[src/rtl/ps2_host_tx.sv]
// Host-to-device PS/2 command transmitter: request-to-send, 11-clock frame, ack capture.
// Optional PS2_HOST_TX_RETRY_EN: one automatic retransmission after a NACK or timeout.
module ps2_host_tx #(
    parameter int INHIBIT_CYCLES = 10000,
    parameter int TIMEOUT_CYCLES = 200000
) (
    input  logic       clk,
    input  logic       rst,
    input  logic       tx_valid,
    input  logic [7:0] tx_data,
    output logic       tx_ready,
    output logic       tx_done,
    output logic       tx_err,
    input  logic       ps2_clk_in,
    input  logic       ps2_data_in,
    output logic       ps2_clk_oe,
    output logic       ps2_data_oe
);

    localparam int CNT_MAX = (INHIBIT_CYCLES > TIMEOUT_CYCLES) ? INHIBIT_CYCLES : TIMEOUT_CYCLES;
    localparam int CNT_W   = $clog2(CNT_MAX + 1);

    localparam logic [CNT_W-1:0] INH_LAST  = CNT_W'(INHIBIT_CYCLES - 1);
    localparam logic [CNT_W-1:0] INH_START = CNT_W'(INHIBIT_CYCLES - 2);
    localparam logic [CNT_W-1:0] TO_LAST   = CNT_W'(TIMEOUT_CYCLES - 1);

    localparam logic [2:0] S_IDLE      = 3'd0;
    localparam logic [2:0] S_INHIBIT   = 3'd1;
    localparam logic [2:0] S_FRAME     = 3'd2;
    localparam logic [2:0] S_ACK       = 3'd3;
    localparam logic [2:0] S_WAIT_IDLE = 3'd4;

    logic [2:0]       state;
    logic [CNT_W-1:0] cnt;
    logic [3:0]       k;
    logic [7:0]       byte_q;
    logic             parity_q;
    logic             nack_q;

    logic clk_s1, clk_s2, clk_prev;
    logic data_s1, data_s2;
    logic fall;

    logic busy_wait;
    logic idle_ok;
    logic timed_out;
    logic end_txn;
    logic end_err;
    logic retry_now;

`ifdef PS2_HOST_TX_RETRY_EN
    logic retried;
`endif

    // Both pins idle high on an open-drain bus, so the synchronizers reset to 1.
    always_ff @(posedge clk or posedge rst) begin
        if (rst) begin
            clk_s1   <= 1'b1;
            clk_s2   <= 1'b1;
            clk_prev <= 1'b1;
            data_s1  <= 1'b1;
            data_s2  <= 1'b1;
        end else begin
            clk_s1   <= ps2_clk_in;
            clk_s2   <= clk_s1;
            clk_prev <= clk_s2;
            data_s1  <= ps2_data_in;
            data_s2  <= data_s1;
        end
    end

    assign fall = clk_prev & ~clk_s2;

    assign busy_wait = (state == S_FRAME) || (state == S_ACK) || (state == S_WAIT_IDLE);
    assign idle_ok   = (state == S_WAIT_IDLE) && clk_s2 && data_s2;
    assign timed_out = busy_wait && !fall && !idle_ok && (cnt == TO_LAST);
    assign end_txn   = idle_ok || timed_out;
    assign end_err   = timed_out || nack_q;

`ifdef PS2_HOST_TX_RETRY_EN
    assign retry_now = end_err && !retried;
`else
    assign retry_now = 1'b0;
`endif

    // Done pulse must not coincide with a new accept, so ready waits one cycle.
    assign tx_ready = (state == S_IDLE) && !tx_done;

    always_ff @(posedge clk or posedge rst) begin
        if (rst) begin
            state       <= S_IDLE;
            cnt         <= '0;
            k           <= 4'd0;
            byte_q      <= 8'h00;
            parity_q    <= 1'b0;
            nack_q      <= 1'b0;
            ps2_clk_oe  <= 1'b0;
            ps2_data_oe <= 1'b0;
            tx_done     <= 1'b0;
            tx_err      <= 1'b0;
`ifdef PS2_HOST_TX_RETRY_EN
            retried     <= 1'b0;
`endif
        end else begin
            tx_done <= 1'b0;
            case (state)
                S_IDLE: begin
                    ps2_clk_oe  <= 1'b0;
                    ps2_data_oe <= 1'b0;
                    if (tx_valid && tx_ready) begin
                        byte_q     <= tx_data;
                        parity_q   <= ~^tx_data;
                        cnt        <= '0;
                        ps2_clk_oe <= 1'b1;
                        state      <= S_INHIBIT;
`ifdef PS2_HOST_TX_RETRY_EN
                        retried    <= 1'b0;
`endif
                    end
                end
                S_INHIBIT: begin
                    if (cnt == INH_LAST) begin
                        ps2_clk_oe  <= 1'b0;
                        ps2_data_oe <= 1'b1;
                        k           <= 4'd0;
                        cnt         <= '0;
                        state       <= S_FRAME;
                    end else begin
                        cnt <= cnt + CNT_W'(1);
                        if (cnt == INH_START)
                            ps2_data_oe <= 1'b1;
                    end
                end
                // Each detected fall sets up the bit the device samples on its next rising edge.
                S_FRAME: begin
                    if (fall) begin
                        cnt <= '0;
                        k   <= k + 4'd1;
                        if (k < 4'd8) begin
                            ps2_data_oe <= ~byte_q[k[2:0]];
                        end else if (k == 4'd8) begin
                            ps2_data_oe <= ~parity_q;
                        end else begin
                            ps2_data_oe <= 1'b0;
                            state       <= S_ACK;
                        end
                    end else begin
                        cnt <= cnt + CNT_W'(1);
                    end
                end
                S_ACK: begin
                    if (fall) begin
                        nack_q <= data_s2;
                        cnt    <= '0;
                        state  <= S_WAIT_IDLE;
                    end else begin
                        cnt <= cnt + CNT_W'(1);
                    end
                end
                S_WAIT_IDLE: begin
                    if (fall)
                        cnt <= '0;
                    else
                        cnt <= cnt + CNT_W'(1);
                end
                default: state <= S_IDLE;
            endcase

            // Completion and timeout override whatever the state branch scheduled.
            if (end_txn) begin
                if (retry_now) begin
                    cnt         <= '0;
                    ps2_clk_oe  <= 1'b1;
                    ps2_data_oe <= 1'b0;
                    state       <= S_INHIBIT;
`ifdef PS2_HOST_TX_RETRY_EN
                    retried     <= 1'b1;
`endif
                end else begin
                    ps2_clk_oe  <= 1'b0;
                    ps2_data_oe <= 1'b0;
                    tx_done     <= 1'b1;
                    tx_err      <= end_err;
                    state       <= S_IDLE;
                end
            end
        end
    end

endmodule
[config.mk]
export PLATFORM = sky130hd
export DESIGN_NAME = ps2_host_tx
export DESIGN_NICKNAME = d
export VERILOG_FILES = /design/src/rtl/ps2_host_tx.sv
export SDC_FILE = /design/constraint.sdc
export NUM_CORES = 1
export LEC_CHECK = 0
export ABC_AREA = 1
export ABC_CLOCK_PERIOD_IN_PS = 4300
export CORE_MARGIN = 2
export CORE_UTILIZATION = 45
export DETAILED_ROUTE_END_ITERATION = 7
export HOLD_SLACK_MARGIN = 0.02
export PLACE_DENSITY = 0.66
export SYNTH_ARGS = -nofsm -noshare
export SYNTH_HDL_FRONTEND = slang
export SYNTH_SLANG_ARGS = --single-unit
[constraint.sdc]
create_clock -name clk -period 4.3 [get_ports clk]
set_input_delay 0.86 -clock clk [delete_from_list [all_inputs] [get_ports clk]]
set_output_delay 0.86 -clock clk [all_outputs]
set_load 0.05 [all_outputs]
==> impl_results.rst <==
.. list-table::
   :header-rows: 1

   * - Metric
     - Value
   * - Layout cells sized above 1
     - around 9%
   * - Worst reg2reg setup slack
     - 2350 ps
   * - Vias per inst
     - 4.95
   * - Placed Area
     - approximately 2800 µm²
   * - Sum of negative setup slack
     - 0 ps
   * - Final worst-path cycle share
     - 68.5%
   * - CTS sink cnt
     - 44
   * - Initial detailed-routing violation count
     - 142
   * - Leakage Power
     - roughly 1.3 nW
   * - Register area share after synthesis
     - 43.3%
   * - Global-route wire length before repair
     - ~9.0 mm
   * - Critical Path End Type
     - output port
   * - Num ports
     - 18
   * - Iteration count of the initial detailed-routing pass
     - 4
   * - DRC viols
     - 0
   * - Number of enable flip-flop cells after synthesis
     - 0
   * - Total non-filler cell area in the finished layout
     - ~2900 µm²
   * - Final Hold Violating Endpoints
     - 0
   * - Placeable Area
     - 5510 µm²
   * - Crit-path leading delay family
     - buffers and inverters
   * - Status
     - finished, final reports clean
   * - YS warnings
     - 0
   * - Relative area change from synthesis to final layout
     - 11.4%
   * - CP startpoint kind
     - register
   * - GPL Wtd Cong
     - slightly below 0.9
   * - Skew-Pair Late Insertion Delay
     - ~300 ps
   * - Final Routed Wirelength
     - 5.12 mm
   * - Critical path cell sequence
     - nor2_1, inv_1, nor2_1, inv_1, nor2_1, clkdlybuf4s50_1
   * - H-Tree Depth
     - 2
   * - Largest net degree at the start of global routing
     - 45
   * - Number of input and output port buffers inserted
     - 17
   * - Post-Syn Instances
     - between 300 and 400
   * - RSZ-0062 raised after global routing
     - false
   * - Critical path data required time
     - about 3400 ps
   * - Cell chosen for the clock root
     - sky130_fd_sc_hd__clkbuf_8
   * - Layout net count
     - about 380
   * - Share of synthesized flip-flops with an asynchronous set or reset
     - 100%
   * - Core Rows
     - 27
   * - Number of antenna violations at the first check in global routing
     - 0
   * - Total of flip-flops plus latches after synthesis
     - 44
   * - Final-report setup violation count
     - 0
   * - Normalized max-slew margin
     - between 30% and 40%
   * - Time the worst path needs with I/O delays and setup
     - around 2900 ps
   * - Vertical die dimension
     - 79.4 µm
   * - Final ANT Viol Nets
     - 0
   * - Final Skew
     - between 7 and 8 ps
   * - Yosys cell types
     - 35
   * - Top FF cell, synth
     - sky130_fd_sc_hd__dfrtp_1
   * - Crit-path slowest cell
     - sky130_fd_sc_hd__clkdlybuf4s50_1
   * - Hold WC Path Type
     - register to register
   * - GR Util All Layers
     - a little under a fifth
   * - Clock slew at the register clock pins of the worst setup and hold paths
     - 70 ps
   * - Total clock buffers created by CTS
     - 5
   * - Die width
     - between 70 and 80 µm
   * - Final routed wire length divided by cell count
     - about 12 µm
   * - Clock Path Buffers
     - 2
   * - Start-to-end type of the worst setup path
     - register to output port
   * - Clock tree from TritonCTS
     - done
   * - Number of max-slew violations in the final report
     - 0
   * - Critical Path Fanout Max
     - 6
   * - Synthesized area
     - about 2600 µm²
   * - Maximum capacitance violations
     - 0
   * - Count of hold-fix buffers inserted at cts
     - 0
   * - DIE AREA
     - about 6300 µm²
   * - Pwr/cell area
     - between 400 and 500 nW/µm²
   * - Cell seen most often among critical-path stages
     - sky130_fd_sc_hd__nor2_1
   * - Gr ovfl total
     - 0
   * - Vias in the first global route
     - approximately 2k
   * - Worst path arrival time
     - 2090 ps
   * - Buffers and inverters on the worst path
     - 3
   * - Number of gates resized after CTS
     - 0
   * - Maximum operating frequency
     - around 340 MHz
   * - Post-detailed-placement half-perimeter wirelength
     - 3.81 mm
   * - Number of antenna cells inserted
     - 0
   * - Slew at the pin closest to its max-slew limit
     - ~920 ps
   * - Total nets after synthesis
     - between 300 and 400
   * - Post-Synthesis Mean Instance Area
     - 7.48 µm²
   * - Max incr delay on CP
     - about 800 ps
   * - Final-layout fill cell count
     - 554
   * - Vias
     - 2143
   * - Share of the core filled with cells in the final layout
     - 51.8%
   * - Number of setup buffers added after CTS
     - 0
   * - Initial core utilization
     - a little under half
   * - Maximum vdd drop
     - 405 µV
Yosys cell counts, types with 2 or more instances:
cell type / count / share of area, %
sky130_fd_sc_hd__inv_1: 44 / 6.5
sky130_fd_sc_hd__nand2_1: 86 / 13
sky130_fd_sc_hd__nand2_2: 5 / 1.2
sky130_fd_sc_hd__dfstp_2: 5 / 5.1
sky130_fd_sc_hd__xnor2_1: 5 / 1.7
sky130_fd_sc_hd__a21oi_1: 6 / 1.2
sky130_fd_sc_hd__xor2_1: 6 / 2.1
sky130_fd_sc_hd__nand4_1: 6 / 1.5
sky130_fd_sc_hd__nand3_1: 23 / 4.5
sky130_fd_sc_hd__o21bai_1: 2 / 0.59
sky130_fd_sc_hd__nor3b_1: 2 / 0.59
sky130_fd_sc_hd__nor2_1: 54 / 7.9
sky130_fd_sc_hd__buf_2: 2 / 0.39
sky130_fd_sc_hd__o21ai_0: 13 / 2.5
sky130_fd_sc_hd__o21ai_1: 6 / 1.2
sky130_fd_sc_hd__nor2_2: 7 / 1.7
sky130_fd_sc_hd__nor3_2: 3 / 1.2
sky130_fd_sc_hd__ha_1: 4 / 2.0
sky130_fd_sc_hd__buf_6: 3 / 1.3
sky130_fd_sc_hd__o211ai_1: 2 / 0.59
sky130_fd_sc_hd__dfrtp_1: 39 / 38
sky130_fd_sc_hd__nor3_1: 6 / 1.2
cells in the final DEF, fill, tap and decap left out, drive strengths merged, types with 2 or more instances in the layout:
master	synthesis	routed
a21oi	7	7
clkbuf	1	8
clkdlybuf4s50	0	17
dfrtp	39	39
dfstp	5	5
ha	4	4
inv	45	45
nand2	91	91
nand3	24	24
nand4	6	6
nor2	62	62
nor3	10	10
nor3b	2	2
o211ai	3	3
o21ai	19	19
o21bai	2	2
xnor2	5	5
xor2	6	6
worst paths after layout:
path	depth (start not counted)	from	endpoint
max in group asynchronous	2	rst	state[0]
min in group asynchronous	2	rst	cnt[1]
worst max-delay path	6	state[0]	tx_ready
worst max register to register	8	state[0]	byte_q[6]
worst min register to register	0	data_s1	data_s2
worst min-delay path	0	data_s1	data_s2
area by class of cell:
class / instances / area, µm² / share of cell area, %
inverter: 45 / 171 / 6.01
multi-input combinational: 247 / 1230 / 43.2
sequential: 44 / 1110 / 38.8
clock buffer: 8 / 80.1 / 2.81
timing repair buffer: 17 / 170 / 5.97
tap: 72 / 90.1 / 3.16
worst register-to-register path, stage by stage (launching register included):
cell	delay, ps
sky130_fd_sc_hd__dfrtp_1	450
sky130_fd_sc_hd__nor2_1	140
sky130_fd_sc_hd__inv_1	90
sky130_fd_sc_hd__nor2_1	130
sky130_fd_sc_hd__inv_1	80
sky130_fd_sc_hd__nor3_2	480
sky130_fd_sc_hd__inv_1	300
sky130_fd_sc_hd__nand2_1	130
sky130_fd_sc_hd__nand2_1	50
stage by stage:
stage | std cells | setup WS, ps | hold slack, ps | total power, mW
after detailed placement | 425 | 1640 | 347 | 1.17
final | 433 | 1350 | 357 | 1.41
after floorplan | 342 | 1980 | 345 | 1.05
after CTS | 433 | 1350 | 358 | 1.42
after global routing | 433 | 1200 | 362 | 1.53
after global placement | 425 | 1700 | 345 | 1.16
cell families (layout without fill, tap and decap cells):
family | count (synthesis) | in the layout | synth area share (%)
muxes | 1 | 1 | 0.391
buffers and inverters | 51 | 70 | 8.56
xor gates and xnor gates | 11 | 11 | 3.77
adders and majority gates | 4 | 4 | 1.96
and+or+nand+nor | 196 | 196 | 34.1
DFF | 44 | 44 | 43.3
AOI/OAI and AO/OA | 35 | 35 | 7.97
power by group:
part / internal [mW] / switching [mW]
Clock: 0.116 / 0.134
Sequential: 0.500 / 0.0708
Combinational: 0.195 / 0.391
Total: 0.811 / 0.596
registers in the layout, indices dropped and copies added (netlist names), 3 cells and up:
signal,flops
cnt,18
byte_q,8
k,4
state,3
per-layer routing:
layer  share of wire (%)  track usage, %  routed length, µm  vias up
li1                    -               -                  -     1118
met1                  51            24.9               2590      988
met2                  45            29.1               2310       28
met3                 2.7            3.17                139        9
met4                 1.6            6.55                 81        0
met5                   0               0                  0        -
No activity file was read; power rests on OpenSTA's default activity.
